<file path="config.mk">
export PLATFORM = sky130hd
export DESIGN_NAME = seg7_scan
export DESIGN_NICKNAME = d
export VERILOG_FILES = /design/src/rtl/seg7_scan.sv
export SDC_FILE = /design/constraint.sdc
export NUM_CORES = 1
export LEC_CHECK = 0
export BUFFER_PORTS_ARGS = -buffer_cell sky130_fd_sc_hd__buf_2
export CELL_PAD_IN_SITES_DETAIL_PLACEMENT = 1
export CELL_PAD_IN_SITES_GLOBAL_PLACEMENT = 1
export CORE_MARGIN = 10
export CORE_UTILIZATION = 48
export DETAILED_ROUTE_END_ITERATION = 12
export GPL_ROUTABILITY_DRIVEN = 0
export HOLD_SLACK_MARGIN = 0.15
export MAX_ROUTING_LAYER = met4
export PLACE_DENSITY_LB_ADDON = 0.15
export SYNTH_ARGS = -nofsm -noshare
export SYNTH_HDL_FRONTEND = slang
export SYNTH_SLANG_ARGS = --single-unit
</file>
<file path="constraint.sdc">
create_clock -name clk -period 4.06 [get_ports clk]
set_input_delay 0.812 -clock clk [delete_from_list [all_inputs] [get_ports clk]]
set_output_delay 0.812 -clock clk [all_outputs]
set_load 0.01 [all_outputs]
</file>
<file path="src/rtl/seg7_scan.sv">
// rtl/seg7_scan.sv - eight-digit multiplexed BCD seven-segment scanner; optional leading-zero blanking under SEG7_LZB_EN
module seg7_scan #(
   parameter int SCAN_DIV = 50000
) (
   input  logic        clk,
   input  logic        rst,
   input  logic [31:0] bcd,
   input  logic        load,
   output logic [6:0]  seg,
   output logic [7:0]  an,
   output logic        frame_done
);

   localparam int PW = $clog2(SCAN_DIV);
   localparam logic [PW-1:0] PCNT_MAX = PW'(SCAN_DIV - 1);

   logic [PW-1:0] pcnt;
   logic [2:0]    didx;
   logic [31:0]   hold;
   logic [31:0]   shadow;
   logic          pending;
   logic          tick;
   logic          wrap;
   logic [3:0]    nib;
   logic [6:0]    seg_next;
   logic [7:0]    an_next;

   // Active-low segment pattern {g,f,e,d,c,b,a}; A..F show a lone dash.
   function automatic logic [6:0] decode(input logic [3:0] d);
      logic [6:0] s;
      case (d)
         4'd0:    s = 7'h40;
         4'd1:    s = 7'h79;
         4'd2:    s = 7'h24;
         4'd3:    s = 7'h30;
         4'd4:    s = 7'h19;
         4'd5:    s = 7'h12;
         4'd6:    s = 7'h02;
         4'd7:    s = 7'h78;
         4'd8:    s = 7'h00;
         4'd9:    s = 7'h10;
         default: s = 7'h3F;
      endcase
      return s;
   endfunction

   assign tick = (pcnt == PCNT_MAX);
   assign wrap = tick && (didx == 3'd7);

   // Prescaler: one tick every SCAN_DIV cycles.
   always_ff @(posedge clk) begin
      if (rst)
         pcnt <= '0;
      else if (tick)
         pcnt <= '0;
      else
         pcnt <= pcnt + PW'(1);
   end

   // Digit index steps once per tick and wraps naturally 7 -> 0.
   always_ff @(posedge clk) begin
      if (rst)
         didx <= 3'd0;
      else if (tick)
         didx <= didx + 3'd1;
   end

   // Double buffer: new values wait in hold and move to shadow only at a frame wrap, so a frame never mixes two values.
   always_ff @(posedge clk) begin
      if (rst) begin
         hold    <= '0;
         shadow  <= '0;
         pending <= 1'b0;
      end else if (load) begin
         hold <= bcd;
         if (wrap) begin
            shadow  <= bcd;
            pending <= 1'b0;
         end else begin
            pending <= 1'b1;
         end
      end else if (wrap && pending) begin
         shadow  <= hold;
         pending <= 1'b0;
      end
   end

   // Select the nibble for the current digit and form the next output pattern.
   always_comb begin
      nib      = shadow[{didx, 2'b00} +: 4];
      an_next  = ~(8'h01 << didx);
      seg_next = decode(nib);
`ifdef SEG7_LZB_EN
      if ((didx != 3'd0) && ((shadow >> {didx, 2'b00}) == 32'd0))
         seg_next = 7'h7F;
`endif
   end

   // Registered outputs; frame_done marks the cycle after the last digit's tick.
   always_ff @(posedge clk) begin
      if (rst) begin
         an         <= 8'hFF;
         seg        <= 7'h7F;
         frame_done <= 1'b0;
      end else begin
         an         <= an_next;
         seg        <= seg_next;
         frame_done <= wrap;
      end
   end

endmodule

</file>
==> After elaboration in Yosys (flattened, before gate mapping) <==
Memories as Yosys holds them, arrays and structs flattened. A register that Yosys moved wholly into a read port is not among the register bits.
Cells that the tools add are included.
{ "totals": {"n_memories": 1, "register_bits": 93, "in_bits": 35, "word_cells": 27, "output_inout_bits": 16, "romBits": 112} }
{ "memory_table": {"columns": ["memory", "depth", "width", "rd", "rd_ports_with_merged_regs", "wr", "line", "source"], "rows": [
  ["(no name shown)", 16, 7, 1, 1, 0, "31", "case (d)"]
]} }
{ "op_classes": {"n_reduce_logical": 5, "bitwise_logic": 1, "addsub": 2, "mux": 6, "n_shift": 2, "n_eq_ne": 3} }
{ "ops": {"columns": ["operator", "count"], "rows": [
  ["two-way mux 32 bit", 3],
  ["indexed part select 32 x 6 -> 4 bit", 1],
  ["adder 16 x 1 -> 16 bit (second input constant)", 1],
  ["== test 16 bit (second input constant)", 1],
  ["inverter 8 bit", 1],
  ["left shift 1 x 3 -> 8 bit (first input constant)", 1],
  ["adder 3 x 1 -> 3 bit (second input constant)", 1],
  ["== test 3 bit (second input constant)", 1],
  ["two-way mux 1 bit", 3],
  ["logical AND 1 bit", 2],
  ["!= test 2 x 1 -> 1 bit (second input constant)", 1],
  ["AND reduction 2 bit", 1],
  ["nonzero test 2 bit", 1],
  ["OR reduction 2 bit", 1]
]} }

==> Longest topological paths before layout <==
{ "depth": {"word_depth": 5, "ltp_mapped": 8, "ltp_nobuf": 7} }

==> Worst setup path after synthesis <==
Ideal clock, no wire load.
{ "synth_path": {"path_type": "reg-to-reg", "startpoint": "register didx[0]", "endpoint": "register seg[4]", "synth_period_minus_slack_ns": 2.007, "required_ns": 3.933, "setup_time_ns": 0.127, "n_path_buf": 1, "arrival_ns": 1.880, "slack_ns": 2.053, "path_stages_with_launch": 8, "path_cell_list": "dfxtp_1 buf_2 mux4_2 mux2i_1 ha_1 inv_1 nor4b_1 a21oi_1"} }
{ "synth_between": {"elab_chain_cells": 1} }
{ "synth_lines": {"columns": ["item", "line", "source"], "rows": [
  ["from (decl)", "18", "logic [2:0] didx;"],
  ["from (signal assigned)", "65", "didx <= didx + 3'd1;"],
  ["indexed part select 32 x 6 -> 4 bit", "90", "nib = shadow[{didx, 2'b00} +: 4];"],
  ["to (decl)", "9", "output logic [6:0] seg,"]
]} }
No other way between the ends.
A chain may end at the register's enable or synchronous reset.

==> Final worst setup path <==
Same ends and word-level chain as after synthesis.

==> impl_metrics.json <==
{
  "path_max_fanout": 8,
  "rows": 34,
  "ctsHtreeMaxLevel": 3,
  "clock_sinks": 100,
  "cts-resized-gates": 0,
  "syn_nets": 478,
  "fin_util": 0.540,
  "coreArea_sq_um": 8590,
  "drc_errors": 0,
  "end_kind": "flop",
  "drt_iter0_drc": 108,
  "drtPass1Iterations": 4,
  "synth_top_area_share": 0.478,
  "route.met2.wl_um": 4740,
  "synthTopCellsByArea": "dfxtp_1, mux2i_1, or3_1",
  "drive_gt1_frac": 0.187,
  "fill_cells": 997,
  "ys.warnings.count": 0,
  "setup_viol": 0,
  "cp-start-kind": "flop",
  "rsz0062_at_grt": "false",
  "ant_nets": 0,
  "setup_tns_ns": 0,
  "pin_count": 51,
  "start_util": 0.488,
  "hold_path_class": "reg2reg",
  "avgSynthCellArea_sq_um": 9.74,
  "ctsHoldBuffers": 0,
  "fin_skew_ns": 0.0110,
  "final_nets": 509,
  "grt_usage": 0.159,
  "power.leakage_nw": 1.81,
  "irDropWorstVdd_mv": 0.193,
  "clk_path_buf_depth": 2,
  "grt_pass1_vias": 3279,
  "fin_area_sq_um": 4640,
  "worstMarginPinSlew_ns": 0.668,
  "cts_setup_buffers": 0,
  "die_y_um": 113,
  "seq_area_sq_um": 2000,
  "seq_area_frac_synth": 0.478,
  "vias_per_cell": 5.44,
  "fin_ws_ns": 1.70,
  "cts.reportedPaths.clkPinSlew_ns": 0.09,
  "hpwlAfterDp_um": 6800,
  "drv_cap": 0,
  "root_buffer": "clkbuf_8",
  "critical_path_class": "reg2reg",
  "grt_first_pass_wirelength_um": 16400,
  "cts_buffers": 9,
  "synth_seq_cells": 100,
  "io_buffers": 50,
  "hold_viol": 0,
  "cp.arrival_ns": 2.60,
  "m1WireLength_um": 4550,
  "timing.final.crit_share": 0.581,
  "status": "finished, final reports clean",
  "multiInputGateArea_sq_um": 2010,
  "met3_length_um": 328,
  "grt_antenna_before_repair": 0,
  "fmax_ghz": 0.424,
  "die_x_um": 113,
  "worstPathRequired_ns": 4.30,
  "synth_largest_area_cell": "dfxtp_1",
  "grt_max_degree": 65,
  "min_period_ns": 2.36,
  "placed_area_sq_um": 4470,
  "die_area_sq_um": 12900,
  "slew-limit-headroom": 0.555,
  "top_layer": "met4",
  "num_vias": 3129,
  "post-place-ws_ns": 1.59,
  "clkLatencyLatePin_ns": 0.36,
  "tritoncts": "yes",
  "overflow": 0,
  "syn_area_sq_um": 4190,
  "synth_cells": 430,
  "power_density_nw_per_um2": 360,
  "slew_viol_final": 0,
  "yosysUniqueCellTypes": 40,
  "area_growth_pct": 10.7,
  "wire_per_inst_um": 16.9,
  "routed_wl_um": 9710
}
worst paths after layout:
kind | startpoint | endpoint | slack (ns) | cells after the start
worst max-delay path | didx[0] | seg[4] | 1.70 | 6
worst min-delay path | pcnt[0] | pcnt[0] | 0.44 | 1
worst max register to register | didx[0] | seg[4] | 1.70 | 6
worst min register to register | pcnt[0] | pcnt[0] | 0.44 | 1
kinds of logic after synthesis:
family	share of synthesized area
multiplexers	0.146
AND/OR/NAND/NOR	0.165
buffers and inverters	0.0445
flip-flops	0.478
XOR/XNOR	0.0251
adder cells (fa/ha/maj)	0.0388
AO/OA/AOI/OAI	0.104
placed cells by master (no fill, tap or decap), types with 2 or more instances in the layout:
cell type	instances
nand2b_1	4
nand4_1	6
dfxtp_1	100
o21bai_1	2
nand3_1	4
and3_1	3
mux2i_1	34
clkinv_4	3
inv_1	8
and4_1	3
buf_2	50
nand2_1	15
ha_1	13
mux4_2	8
nor2_1	52
a31oi_1	2
clkbuf_8	9
buf_4	4
mux2_4	3
o21ai_0	2
and2_1	2
or3_1	34
a21oi_1	41
xnor2_1	4
clkbuf_1	2
o21ai_1	32
mux2_2	2
xor2_1	8
final cells by class:
class                           count  share of cell area
Timing Repair Buffer               54              0.0604
Inverter                           10             0.00809
Sequential cell                   100               0.431
Clock buffer                       11              0.0283
Multi-Input combinational cell    286               0.434
Clock inverter                      5             0.00836
Antenna cell                        1            0.000539
Tap cell                          108              0.0291
report_power, final:
group | switching [W] | total (W) | leakage, nW | internal, W
logic | 0.0000536 | 0.0000925 | 0.913 | 0.0000389
clock network | 0.000339 | 0.000565 | 0.0835 | 0.000226
registers | 0.00000769 | 0.00101 | 0.816 | 0.00101
total | 0.000400 | 0.00167 | 1.81 | 0.00127
flip-flops by register name, indices dropped and copies added, names as in the netlist:
signal,count
an,8
seg,7
shadow,32
hold,32
pending,1
pcnt,16
didx,3
frame_done,1
through the flow:
step / hold WS [ns] / total power [W] / instances
floorplan: 0.413 / 0.00109 / 430
detailed placement: 0.433 / 0.00113 / 558
finish: 0.441 / 0.00167 / 575
CTS: 0.447 / 0.00170 / 574
global placement: 0.423 / 0.00113 / 558
global route: 0.480 / 0.00174 / 574
cells in the mapped netlist:
library cell  number
o21ai_1           33
and2_1             2
o21bai_1           2
mux4_2             8
o21ai_0            2
nand3_1            4
o31ai_1            1
ha_1              13
nor4b_4            1
nand4_1            6
buf_6              1
or3_1             34
and4bb_1           1
nand2b_1           4
o21bai_2           1
mux2i_4            1
clkbuf_1          19
a31oi_1            2
nor3b_1            1
mux2i_1           34
nand2_1           15
a21oi_1           41
nor4b_2            1
or4_1              1
nor4bb_1           1
inv_2              1
xnor2_1            4
nor2_1            52
buf_2             11
xor2_1             8
inv_1              8
buf_1              3
and3_1             3
a211oi_1           1
clkinv_1           1
and4_1             3
nor4b_1            1
mux2_2             2
dfxtp_1          100
mux2_4             3
worst max-delay path, cell delays in order, from the launching register on:
cell and delay, ns:
dfxtp_1 0.62, mux4_2 0.56, mux2i_1 0.41, ha_1 0.23, inv_1 0.05, nor4b_1 0.30
a21oi_1 0.07
metal layers:
layer / GRT usage / vias to the layer above
met4: 0.0423 / 0
met3: 0.0383 / 7
met2: 0.257 / 45
li1: - / 1559
met5: - / -
met1: 0.194 / 1518
No activity file was read; power rests on OpenSTA's default activity.
